## src/rtl/fc_mem_pkg.sv

```systemverilog
// rtl/fc_mem_pkg.sv - shared geometry, state type and pointer helper for the FC weight reader
package fc_mem_pkg;

    localparam int FC_HEIGHT_1 = 32768;
    localparam int FC_HEIGHT_2 = 1256;
    localparam int FC_BITSIZE  = 14;
    localparam int FC_LANES    = 32;
    localparam int FC_TOTAL    = FC_HEIGHT_1 + FC_HEIGHT_2;
    localparam int FC_GPTR_W   = 16;
    localparam int FC_IDX_W    = 15;

    typedef enum logic [1:0] {
        ST_IDLE,
        ST_STREAM,
        ST_DRAIN
    } fc_rd_state_t;

    // Advance the global pointer, wrapping after the final bank-2 row so the
    // reader stays aligned with the memory's own bank select.
    function automatic logic [FC_GPTR_W-1:0] fc_gptr_next(
        input logic [FC_GPTR_W-1:0] g,
        input logic [FC_GPTR_W-1:0] last
    );
        return (g == last) ? '0 : g + 1'b1;
    endfunction

endpackage

```

## src/rtl/fc_rd_fifo2.sv

```systemverilog
// rtl/fc_rd_fifo2.sv - two-entry synchronous FIFO carrying {last, data} with occupancy output
module fc_rd_fifo2 #(
    parameter int W = 449
) (
    input  logic         clk,
    input  logic         rst,
    input  logic         i_push,
    input  logic         i_pop,
    input  logic [W-1:0] i_data,
    output logic [W-1:0] o_data,
    output logic [1:0]   o_occ
);

    logic [W-1:0] r_mem [2];
    logic         r_wptr;
    logic         r_rptr;
    logic [1:0]   r_occ;

    // Payload storage; contents are don't-care while empty, so no reset.
    always_ff @(posedge clk) begin
        if (i_push) begin
            r_mem[r_wptr] <= i_data;
        end
    end

    // Pointer and occupancy bookkeeping; push and pop may coincide at any fill level.
    always_ff @(posedge clk) begin
        if (!rst) begin
            r_wptr <= 1'b0;
            r_rptr <= 1'b0;
            r_occ  <= 2'd0;
        end else begin
            if (i_push) begin
                r_wptr <= ~r_wptr;
            end
            if (i_pop) begin
                r_rptr <= ~r_rptr;
            end
            case ({i_push, i_pop})
                2'b10:   r_occ <= r_occ + 2'd1;
                2'b01:   r_occ <= r_occ - 2'd1;
                default: r_occ <= r_occ;
            endcase
        end
    end

    assign o_data = r_mem[r_rptr];
    assign o_occ  = r_occ;

endmodule

```

## src/rtl/fc_weight_reader.sv

```systemverilog
// rtl/fc_weight_reader.sv - linear two-bank weight read sequencer with credit-limited output stream (optional FC_RD_PERF_EN stall counter)
module fc_weight_reader
    import fc_mem_pkg::*;
#(
    parameter int HEIGHT_1 = FC_HEIGHT_1,
    parameter int HEIGHT_2 = FC_HEIGHT_2,
    parameter int BITSIZE  = FC_BITSIZE,
    parameter int LANES    = FC_LANES
) (
    input  logic                       clk,
    input  logic                       rst,
    input  logic                       start,
    input  logic [15:0]                num_words,
    output logic                       busy,
    output logic                       done,
    output logic                       mem_en,
    output logic                       mem_rd,
    output logic                       mem_wr,
    output logic [FC_IDX_W-1:0]        mem_index,
    input  logic [BITSIZE*LANES-1:0]   mem_data,
    output logic [BITSIZE*LANES-1:0]   w_data,
    output logic                       w_valid,
    input  logic                       w_ready,
`ifdef FC_RD_PERF_EN
    output logic [31:0]                stall_cnt,
`endif
    output logic                       w_last
);

    localparam int DW = BITSIZE * LANES;
    localparam logic [FC_GPTR_W-1:0] GPTR_LAST = FC_GPTR_W'(HEIGHT_1 + HEIGHT_2 - 1);
    localparam logic [FC_GPTR_W-1:0] BANK2_BASE = FC_GPTR_W'(HEIGHT_1);

    fc_rd_state_t           r_state;
    logic [FC_GPTR_W-1:0]   r_gptr;
    logic [15:0]            r_rem_issue;
    logic [15:0]            r_rem_out;
    logic                   r_busy;
    logic                   r_done;
    logic                   r_inflight;
    logic                   r_inflight_last;

    logic                   w_issue;
    logic                   w_pop;
    logic [1:0]             w_occ;
    logic [2:0]             w_used;
    logic [FC_GPTR_W-1:0]   w_idx_full;
    logic [DW:0]            w_head;

    // A slot is owed to every buffered word and every read still in the
    // memory pipeline; a pop this cycle returns its slot immediately.
    assign w_pop      = (w_occ != 2'd0) && w_ready;
    assign w_used     = {1'b0, w_occ} + {2'b00, r_inflight};
    assign w_issue    = (r_state == ST_STREAM) && (r_rem_issue != 16'd0)
                        && (w_used < (3'd2 + {2'b00, w_pop}));
    assign w_idx_full = (r_gptr < BANK2_BASE) ? r_gptr : (r_gptr - BANK2_BASE);

    assign mem_index = w_idx_full[FC_IDX_W-1:0];
    assign mem_en    = w_issue;
    assign mem_rd    = w_issue;
    assign mem_wr    = 1'b0;
    assign busy      = r_busy;
    assign done      = r_done;
    assign w_valid   = (w_occ != 2'd0);
    assign w_data    = w_valid ? w_head[DW-1:0] : '0;
    assign w_last    = w_valid & w_head[DW];

    fc_rd_fifo2 #(
        .W (DW + 1)
    ) u_fifo (
        .clk    (clk),
        .rst    (rst),
        .i_push (r_inflight),
        .i_pop  (w_pop),
        .i_data ({r_inflight_last, mem_data}),
        .o_data (w_head),
        .o_occ  (w_occ)
    );

    // Job sequencing: accept a request, issue linear reads, then wait for the final handshake.
    always_ff @(posedge clk) begin
        if (!rst) begin
            r_state         <= ST_IDLE;
            r_gptr          <= '0;
            r_rem_issue     <= 16'd0;
            r_rem_out       <= 16'd0;
            r_busy          <= 1'b0;
            r_done          <= 1'b0;
            r_inflight      <= 1'b0;
            r_inflight_last <= 1'b0;
        end else begin
            r_done          <= 1'b0;
            r_inflight      <= w_issue;
            r_inflight_last <= w_issue && (r_rem_issue == 16'd1);
            if (w_issue) begin
                r_gptr      <= fc_gptr_next(r_gptr, GPTR_LAST);
                r_rem_issue <= r_rem_issue - 16'd1;
            end
            if (w_pop && (r_rem_out != 16'd0)) begin
                r_rem_out <= r_rem_out - 16'd1;
            end
            case (r_state)
                ST_IDLE: begin
                    if (start) begin
                        if (num_words != 16'd0) begin
                            r_rem_issue <= num_words;
                            r_rem_out   <= num_words;
                            r_busy      <= 1'b1;
                            r_state     <= ST_STREAM;
                        end else begin
                            r_done <= 1'b1;
                        end
                    end
                end
                ST_STREAM: begin
                    if (w_issue && (r_rem_issue == 16'd1)) begin
                        r_state <= ST_DRAIN;
                    end
                end
                ST_DRAIN: begin
                    if (w_pop && (r_rem_out == 16'd1)) begin
                        r_busy  <= 1'b0;
                        r_done  <= 1'b1;
                        r_state <= ST_IDLE;
                    end
                end
                default: r_state <= ST_IDLE;
            endcase
        end
    end

`ifdef FC_RD_PERF_EN
    logic [31:0] r_stall_cnt;

    // Back-pressure counter: saturating, restarted by each accepted request.
    always_ff @(posedge clk) begin
        if (!rst) begin
            r_stall_cnt <= 32'd0;
        end else if ((r_state == ST_IDLE) && start) begin
            r_stall_cnt <= 32'd0;
        end else if (w_valid && !w_ready && (r_stall_cnt != 32'hFFFF_FFFF)) begin
            r_stall_cnt <= r_stall_cnt + 32'd1;
        end
    end

    assign stall_cnt = r_stall_cnt;
`endif

endmodule
```

## config.mk

```make
export PLATFORM = sky130hd
export DESIGN_NAME = fc_weight_reader
export DESIGN_NICKNAME = d
export VERILOG_FILES = /design/src/rtl/fc_mem_pkg.sv /design/src/rtl/fc_rd_fifo2.sv /design/src/rtl/fc_weight_reader.sv
export SDC_FILE = /design/constraint.sdc
export NUM_CORES = 1
export LEC_CHECK = 0
export CORE_AREA = 2 2 368 370
export CTS_BUF_LIST = sky130_fd_sc_hd__clkbuf_8
export CTS_CLUSTER_SIZE = 24
export DETAILED_ROUTE_END_ITERATION = 8
export DIE_AREA = 0 0 370 372
export GPL_ROUTABILITY_DRIVEN = 1
export PLACE_DENSITY = 0.49
export SLEW_MARGIN = 10
export SYNTH_ARGS = -nofsm -noshare
export SYNTH_HDL_FRONTEND = slang
export SYNTH_SLANG_ARGS = --single-unit
```

## constraint.sdc

```tcl
create_clock -name clk -period 55.8 [get_ports clk]
set_input_delay 13.95 -clock clk [delete_from_list [all_inputs] [get_ports clk]]
set_output_delay 13.95 -clock clk [all_outputs]
set_load 0.005 [all_outputs]
```

* Word level (Yosys, flattened, before mapping)
Memory sizes are Yosys's and may differ from the RTL's. A register that Yosys moved wholly into a read port is not among the register bits.
Index checks and enable logic that the tools add are counted.
W data, S select, Z words.
** Operators by class
- Add/sub/neg operators :: 8
- Order comparisons :: 2
- Eq/ne operators :: 11
- Muxes and demuxes :: 29
- Bitwise gates (word level) :: 3
- Reductions and logical operators :: 15
** Operator list (number)
- $mux W448 :: 1
- $mux W16 :: 9
- $reduce_bool A16 Y1 :: 3
- $eq A16 B1 Y1 const B :: 2
- $sub A16 B1 Y16 const B :: 2
- $add A16 B1 Y16 const B :: 1
- $eq A16 B16 Y1 const B :: 1
- $lt A16 B16 Y1 const B :: 1
- $mux W15 :: 1
- $sub A15 B1 Y15 const B :: 1
- $mux W1 :: 10
- $mux W2 :: 4
- $reduce_and A4 Y1 :: 2
- $logic_and A1 B1 Y1 :: 6
- $ne A2 B2 Y1 const B :: 3
- $pmux W2 S3 :: 1
- $reduce_bool A2 Y1 :: 3
- $eq A2 B1 Y1 const B :: 2
- $eq A2 B2 Y1 const B :: 2
- $pmux W1 S2 :: 2
- $pmux W2 S2 :: 1
- $add A2 B1 Y3 :: 1
- $add A2 B1 Y3 const A :: 1
- $lt A3 B3 Y1 :: 1
- other kinds (6) :: 7
** Storage, ports and cells
- Flip-flop bits (word level) :: 58
- RAM bits :: 898
- Logic and storage cells :: 80
- Memories kept :: 1
** Memories
- u_fifo.r_mem :: depth 2, bits a word 449, read ports 1, clocked after Yosys merged registers in 1, wr ports 1, line fc_rd_fifo2.sv:14 : logic [W-1:0] r_mem [2];

* Longest topological paths before layout
Gate-level depths: netlist of run 1.
- Depth in word-level cells :: 9
- Gate-level depth with buffers :: 9
- Mapped depth without buffers :: 8

* Modules after synthesis
Synthesis of run 1 repeated with hierarchy kept, for this count alone.
** Second synthesis, totals
- Cell total of the unflattened synthesis :: 2270
- Area total of the unflattened synthesis :: 38799.7 um^2
** Modules (own cells, without submodules)
- fc_rd_fifo2 :: instances 1, cells each 1417, area each 32770.2 um^2, seq. area each 27066.0 um^2
- fc_weight_reader :: instances 1, cells each 853, area each 6029.5 um^2, seq. area each 1081.0 um^2

* Least setup slack after synthesis of run 1
OpenSTA, ideal clock, no wires.
- Kind :: input to output
- Start point :: input port w_ready
- End point :: output port mem_rd
- Arrival time :: 14.692 ns
- Slack :: 27.158 ns
- Stages :: 5
- Cells stage by stage :: o21ai_2 -> o21ai_2 -> nand3_1 -> inv_2 -> buf_4
** On the way
- Cells in the longest elaborated chain, start to end :: 4
** RTL lines
- start: declaration :: line fc_weight_reader.sv:23 : input logic w_ready,
- $logic_and A1 B1 Y1 :: line fc_weight_reader.sv:52 : assign w_pop = (w_occ != 2'd0) && w_ready;
- $add A2 B1 Y3 :: line fc_weight_reader.sv:55 : && (w_used < (3'd2 + {2'b00, w_pop}));
- $lt A3 B3 Y1 :: line fc_weight_reader.sv:55
- $logic_and A1 B1 Y1 :: line fc_weight_reader.sv:55
- end: declaration :: line fc_weight_reader.sv:17 : output logic mem_rd,
No other way between the ends.

* Final worst setup path of run 1
- Start point :: input port w_ready
- End point :: output port mem_en
** On the way
- Cells in the longest elaborated chain, start to end :: 4
** RTL lines
- $logic_and A1 B1 Y1 :: line fc_weight_reader.sv:52
- $add A2 B1 Y3 :: line fc_weight_reader.sv:55
- $lt A3 B3 Y1 :: line fc_weight_reader.sv:55
- $logic_and A1 B1 Y1 :: line fc_weight_reader.sv:55
- end: declaration :: line fc_weight_reader.sv:16 : output logic mem_en,
No other way between the ends.

==> impl_metrics.tcl, run 1 <==
set metrics [dict create \
    outcome "complete, no violations" \
    grt_pass1_vias 22821 \
    core_um2 134000 \
    synth_nets 2757 \
    portBuffers 936 \
    rr_worst_depth 4 \
    avgSynthCellArea_um2 16.1 \
    netSwitchingFraction_pct 28.8 \
    yosys.area.top_type "edfxtp_1" \
    tightest_slew_ns 1.12 \
    drc 0 \
    layout.cells.non_filler 5211 \
    timing.rr.end "u_fifo.r_mem[1][85]" \
    finalSetupTns_ns 0 \
    wl_per_cell_um 21.3 \
    crit_slowest_cell "clkdlybuf4s50_1" \
    finalSetupViolations 0 \
    post_cts_buffers 0 \
    cts_resized 0 \
    cts_buffers 172 \
    ys_seq_area_share_pct 76.5 \
    root_buffer "clkbuf_8" \
    netlist_instances 2279 \
    hold_class "flop to flop" \
    p_clk_share_pct 31.3 \
    pin_count 938 \
    synth_top_area_share_pct 73.3 \
    rr_startpoint "u_fifo.r_wptr" \
    routed-via-count 22783 \
    clk_latency_ns 0.86 \
    cp-start-kind "primary input" \
    cp_data_arrival_time_ns 16.09 \
    max-slew-margin-rel_pct 25.2 \
    layout-drive-gt1-share_pct 7.52 \
    hold_violations 0 \
    hp-start "r_inflight_last" \
    period_share_pct 53.8 \
    intPower_w 0.00140 \
    synth_cell_types 55 \
    worstPathMaxFanout 39 \
    min_to "u_fifo.r_mem[1][448]" \
    ys.flop_type "edfxtp_1" \
    cts.clk_slew.worst_paths_ns 0.05 \
    worst_slack_ns 25.76 \
    path_class "primary input to output port" \
    dieHeight_um 372 \
    ys_seq_elements 957 \
    dr.pass1.iters 5 \
    rows 135 \
    clockBufferDepth 3 \
    dp_hpwl_um 74600 \
    slew_viol_final 0 \
    skew_ns 0.0391 \
    die_area_um2 138000 \
    yosysWarningCount 0 \
    holdBufCountCts 0 \
    fmax_mhz 33.3 \
    r2r_setup_slack_ns 51.63 \
    wl_um 111000 \
    grt_usage_pct 15.4 \
    end_kind "output port" \
    worstPathCellList "clkdlybuf4s50_1, o21ai_2, o21ai_2, nand3_1, buf_4, inv_2, clkdlybuf4s50_1" \
    p_sw_w 0.000566 \
    pre_cts_slack_ns 25.77 \
    critical-path-max-stage-delay_ns 0.55 \
    share_comb_of_total_power_pct 26.5 \
    powerDensity_nw_per_um2 38.3 \
    dpl.cell_count 4892 \
    syn_to_final_growth_pct 39.5 \
    cts_tree "built" \
    numClockSinks 957 \
    synth_common_cells "edfxtp_1, nor2_1, mux2i_1" \
    pwr-share-seq_pct 42.2 \
    cts-htree-levels 4 \
    drtIter0Drc 1151 \
    vias_per_cell 4.37 \
    finalNetCount 3763 \
    start_util_pct 27.4 \
    hold_depth 0 \
    grt_max_degree 138 \
    rsz0062_at_grt "false" \
    required_ns 41.85 \
    synth-edff-count 898 \
    die_x_um 370 \
    syn_area_um2 36800 \
    grt_pass1_wl_um 154000 \
    synth-async-reset-ratio_pct 0 \
    place.gp.congestion 0.780 \
    drv_cap 0 \
    yosysMostFrequentCell "edfxtp_1" \
    nFillCells 12754 \
    antenna_found_initial 35 \
    drt.antenna.violating_nets 0 \
    p_leak_nw 16.4 \
    overflow 0 \
    min_period_ns 30.04 \
    synth_area_leaders "edfxtp_1, mux2i_1, nor2_1" \
    ir_drop_v 0.0000330 \
]
## sequential cells by signal, indices dropped and copies added, names as in the netlist, named ones only
register,cells
r_inflight_last,1
u_fifo.r_mem,898
busy,1
u_fifo.r_wptr,1
r_state,2
u_fifo.o_occ,2
u_fifo.r_rptr,1
r_rem_issue,16
done,1
r_gptr,16
r_rem_out,16
r_inflight,1
## kinds of logic after synthesis
| kind of cell | synth area share [%] |
|---|---|
| AND/OR/NAND/NOR | 7.00 |
| buffers and inverters | 1.65 |
| multiplexers | 12.2 |
| other | 0.0102 |
| flip-flops | 76.5 |
| AO/OA/AOI/OAI | 1.76 |
| XOR/XNOR | 0.524 |
| adder cells (fa/ha/maj) | 0.340 |
## metrics by stage
stage	utilization [%]	power [W]	area, µm²	hold WS (ns)
floorplan	-	0.00108	36800	0.404
global placement	35.8	0.00138	48100	0.410
detailed placement	35.8	0.00138	48100	0.416
CTS	38.2	0.00201	51300	0.439
global route	38.2	0.00207	51300	0.440
finish	38.2	0.00197	51300	0.437
## power groups by stage
stage               Combinational, W  Clock, W  Sequential, W
finish                      0.000520  0.000616       0.000831
floorplan                   0.000221         0       0.000859
global route                0.000562  0.000673       0.000833
CTS                         0.000536  0.000644       0.000831
global placement            0.000535         0       0.000845
detailed placement          0.000533         0       0.000845
## cells in the final DEF, fill, tap and decap left out, types with 9 or more instances in the layout
cell	Yosys	layout
clkdlybuf4s50_1	0	936
edfxtp_1	898	898
nor2_1	468	466
mux2i_1	449	449
clkbuf_8	0	177
inv_1	8	74
dfxtp_1	59	58
a21oi_1	35	35
clkinv_1	0	31
buf_4	17	27
o21ai_0	25	25
or4_1	19	19
nand3_1	16	16
o31ai_1	15	15
diode_2	0	14
a31oi_1	13	13
xnor2_1	13	13
nand2_1	12	12
clkinv_2	0	12
nor4_1	11	11
nand4_1	10	10
ha_1	10	10
xor2_1	9	9
or3_1	9	9
## worst max-delay path by stage
| stage | startpoint | end | slack [ns] | depth (start not counted) |
|---|---|---|---|---|
| finish | w_ready | mem_en | 25.76 | 7 |
| floorplan | w_ready | mem_rd | 27.16 | 5 |
| global route | w_ready | mem_en | 25.62 | 7 |
| CTS | w_ready | mem_en | 25.77 | 7 |
| global placement | w_ready | mem_en | 25.73 | 7 |
| detailed placement | w_ready | mem_en | 25.77 | 7 |
## worst max-delay path: cells and delay by family
family / cells / cell delay (ns)
buffers and inverters: 4 / 1.57
AOI/OAI and AO/OA: 2 / 0.46
and+or+nand+nor: 1 / 0.12
## layout make-up
type	instances	area, µm²	share of cell area, %
clock buffers	177	2440	4.75
diodes	14	35.0	0.0683
well taps	1781	2230	4.34
multi-input cells	1179	8060	15.7
flip-flops and latches	957	28200	54.9
inverters	10	37.5	0.0732
clock inverters	128	753	1.47
repair buffers	965	9610	18.7
## per-layer routing
metal | wire length [µm] | vias to the layer above | track usage [%]
met5 | 294 | - | 0
met4 | 3250 | 44 | 5.96
met3 | 11500 | 220 | 8.13
met2 | 54300 | 784 | 25.2
met1 | 41600 | 11130 | 16.8
li1 | - | 10605 | -
No activity file was read; power rests on OpenSTA's default activity.
==> run 2: changes to the inputs <==
- clock period: 55.8 -> 30.9 ns (I/O delays scaled with it)
==> run 2 against run 1 <==
Sequential power is 81% higher. Cell count about the same. Global-route usage shrank 0.10 points. Routed wire length down 0.16%. Die area is the same. Non-clock buffer count decreased by 2. Critical path type unchanged. Critical endpoint unchanged. Highest routed layer unchanged.
==> impl_metrics.tcl, run 2 (synthesis results as in run 1) <==
set metrics [dict create \
    rows 135 \
    dp_hpwl_um 74200 \
    core_um2 134000 \
    clockBufferDepth 3 \
    min_period_ns 17.59 \
    regMostFlops "u_fifo.r_mem" \
    vias_per_cell 4.37 \
    start_util_pct 27.4 \
    clk_latency_ns 0.85 \
    largest_reg_flops 898 \
    portBuffers 936 \
    cts.clk_slew.worst_paths_ns 0.06 \
    fmax_mhz 56.8 \
    tightest_slew_ns 1.15 \
    cts_resized 0 \
    grt_usage_pct 15.3 \
    syn_to_final_growth_pct 39.1 \
    p_clk_share_pct 30.4 \
    drt.antenna.violating_nets 0 \
    post_cts_buffers 0 \
    rsz0062_at_grt "false" \
    intPower_w 0.00249 \
    critical-path-max-stage-delay_ns 0.55 \
    grtUsageMet1_pct 16.7 \
    root_buffer "clkbuf_8" \
    skew_ns 0.0319 \
    required_ns 23.18 \
    wl_um 111000 \
    worstPathMaxFanout 39 \
    cp_data_arrival_time_ns 9.87 \
    grt_max_degree 162 \
    numClockSinks 957 \
    worstPathCellList "clkdlybuf4s50_1, o21ai_2, o21ai_2, nand3_1, buf_4, inv_2, clkdlybuf4s50_1" \
    p_leak_nw 16.3 \
    place.gp.congestion 0.787 \
    stdcell_area_um2 51200 \
    crit_slowest_cell "clkdlybuf4s50_1" \
    drtIter0Drc 1325 \
    slew_viol_final 0 \
    period_share_pct 56.9 \
    antenna_found_initial 42 \
    cts_buffers 167 \
    pwr-share-seq_pct 42.8 \
    end_kind "output port" \
    critPathBufInv 4 \
    grt_busiest_layer "met2" \
    ir_drop_v 0.0000544 \
    dieHeight_um 372 \
    path_class "primary input to output port" \
    place_area_um2 48100 \
    dr.pass1.iters 5 \
    drv_cap 0 \
    drc 0 \
    finalSetupViolations 0 \
    finalNetCount 3756 \
    share_comb_of_total_power_pct 26.8 \
    nFillCells 12765 \
    layout_common_cells "clkdlybuf4s50_1, edfxtp_1, nor2_1" \
    layout-drive-gt1-share_pct 7.08 \
    die_x_um 370 \
    die_area_um2 138000 \
    netSwitchingFraction_pct 28.9 \
    overflow 0 \
    cts-htree-levels 4 \
    grt_pass1_wl_um 153000 \
    cp-start-kind "primary input" \
    critPathTopFamily "buffers and inverters" \
    holdBufCountCts 0 \
    powerDensity_nw_per_um2 68.5 \
    layout_commonest_cell "clkdlybuf4s50_1" \
    p_sw_w 0.00101 \
    wl_per_cell_um 21.3 \
    cts_tree "built" \
    outcome "complete, no violations" \
    grt_pass1_vias 22746 \
    hold_violations 0 \
    routed-via-count 22739 \
    max-slew-margin-rel_pct 23.4 \
    finalSetupTns_ns 0 \
    pin_count 938 \
    met3_usage_pct 7.76 \
    hold_class "flop to flop" \
    use_met2_pct 24.8 \
]
run 2: worst paths after layout:
kind / from / cells past startpoint / to / slack (ns)
min: r_inflight_last / 0 / u_fifo.r_mem[0][448] / 0.43
min reg2reg: r_inflight_last / 0 / u_fifo.r_mem[0][448] / 0.43
max reg2reg: r_inflight / 5 / u_fifo.r_mem[1][126] / 26.54
max: w_ready / 7 / mem_en / 13.31
run 2: area by class of cell:
type,instances,area (µm²),area share (%)
sequential,957,28200,55.0
multi-input combinational,1179,8060,15.8
tap,1781,2230,4.36
timing repair buffer,963,9620,18.8
clock inverter,124,636,1.24
clock buffer,173,2380,4.65
antenna,21,52.6,0.103
inverter,10,37.5,0.0734
run 2: layer usage:
metal,up-vias,part of all wire [%]
li1,10593,-
met1,11099,38
met2,788,48
met3,217,11
met4,42,3.2
met5,-,0.25
run 2: power groups by stage:
| stage | combinational [W] | sequential (W) | clock (W) |
|---|---|---|---|
| finish | 0.000939 | 0.00150 | 0.00106 |
| global placement | 0.000966 | 0.00153 | 0 |
| detailed placement | 0.000961 | 0.00153 | 0 |
| CTS | 0.000967 | 0.00150 | 0.00111 |
| global route | 0.00101 | 0.00151 | 0.00116 |
| floorplan | 0.000399 | 0.00155 | 0 |
run 2: worst reg2reg max path: cells and delay by family, from the launching register on:
kind / cells / cell delay, ns
buffers and inverters: 4 / 2.92
DFF: 1 / 0.42
and+or+nand+nor: 1 / 0.59
run 2: per-stage QoR:
stage          power (W)  util (%)  worst slack [ns]  std cells  hold WS (ns)
3_3_place_gp     0.00249      35.8             13.28       4890         0.415
6_report         0.00350      38.1             13.31       5208         0.429
2_1_floorplan    0.00195         -             10.55       2279         0.404
5_1_grt          0.00368      38.1             13.17       5202         0.437
4_1_cts          0.00358      38.1             13.30       5187         0.430
3_5_place_dp     0.00249      35.8             13.31       4890         0.418
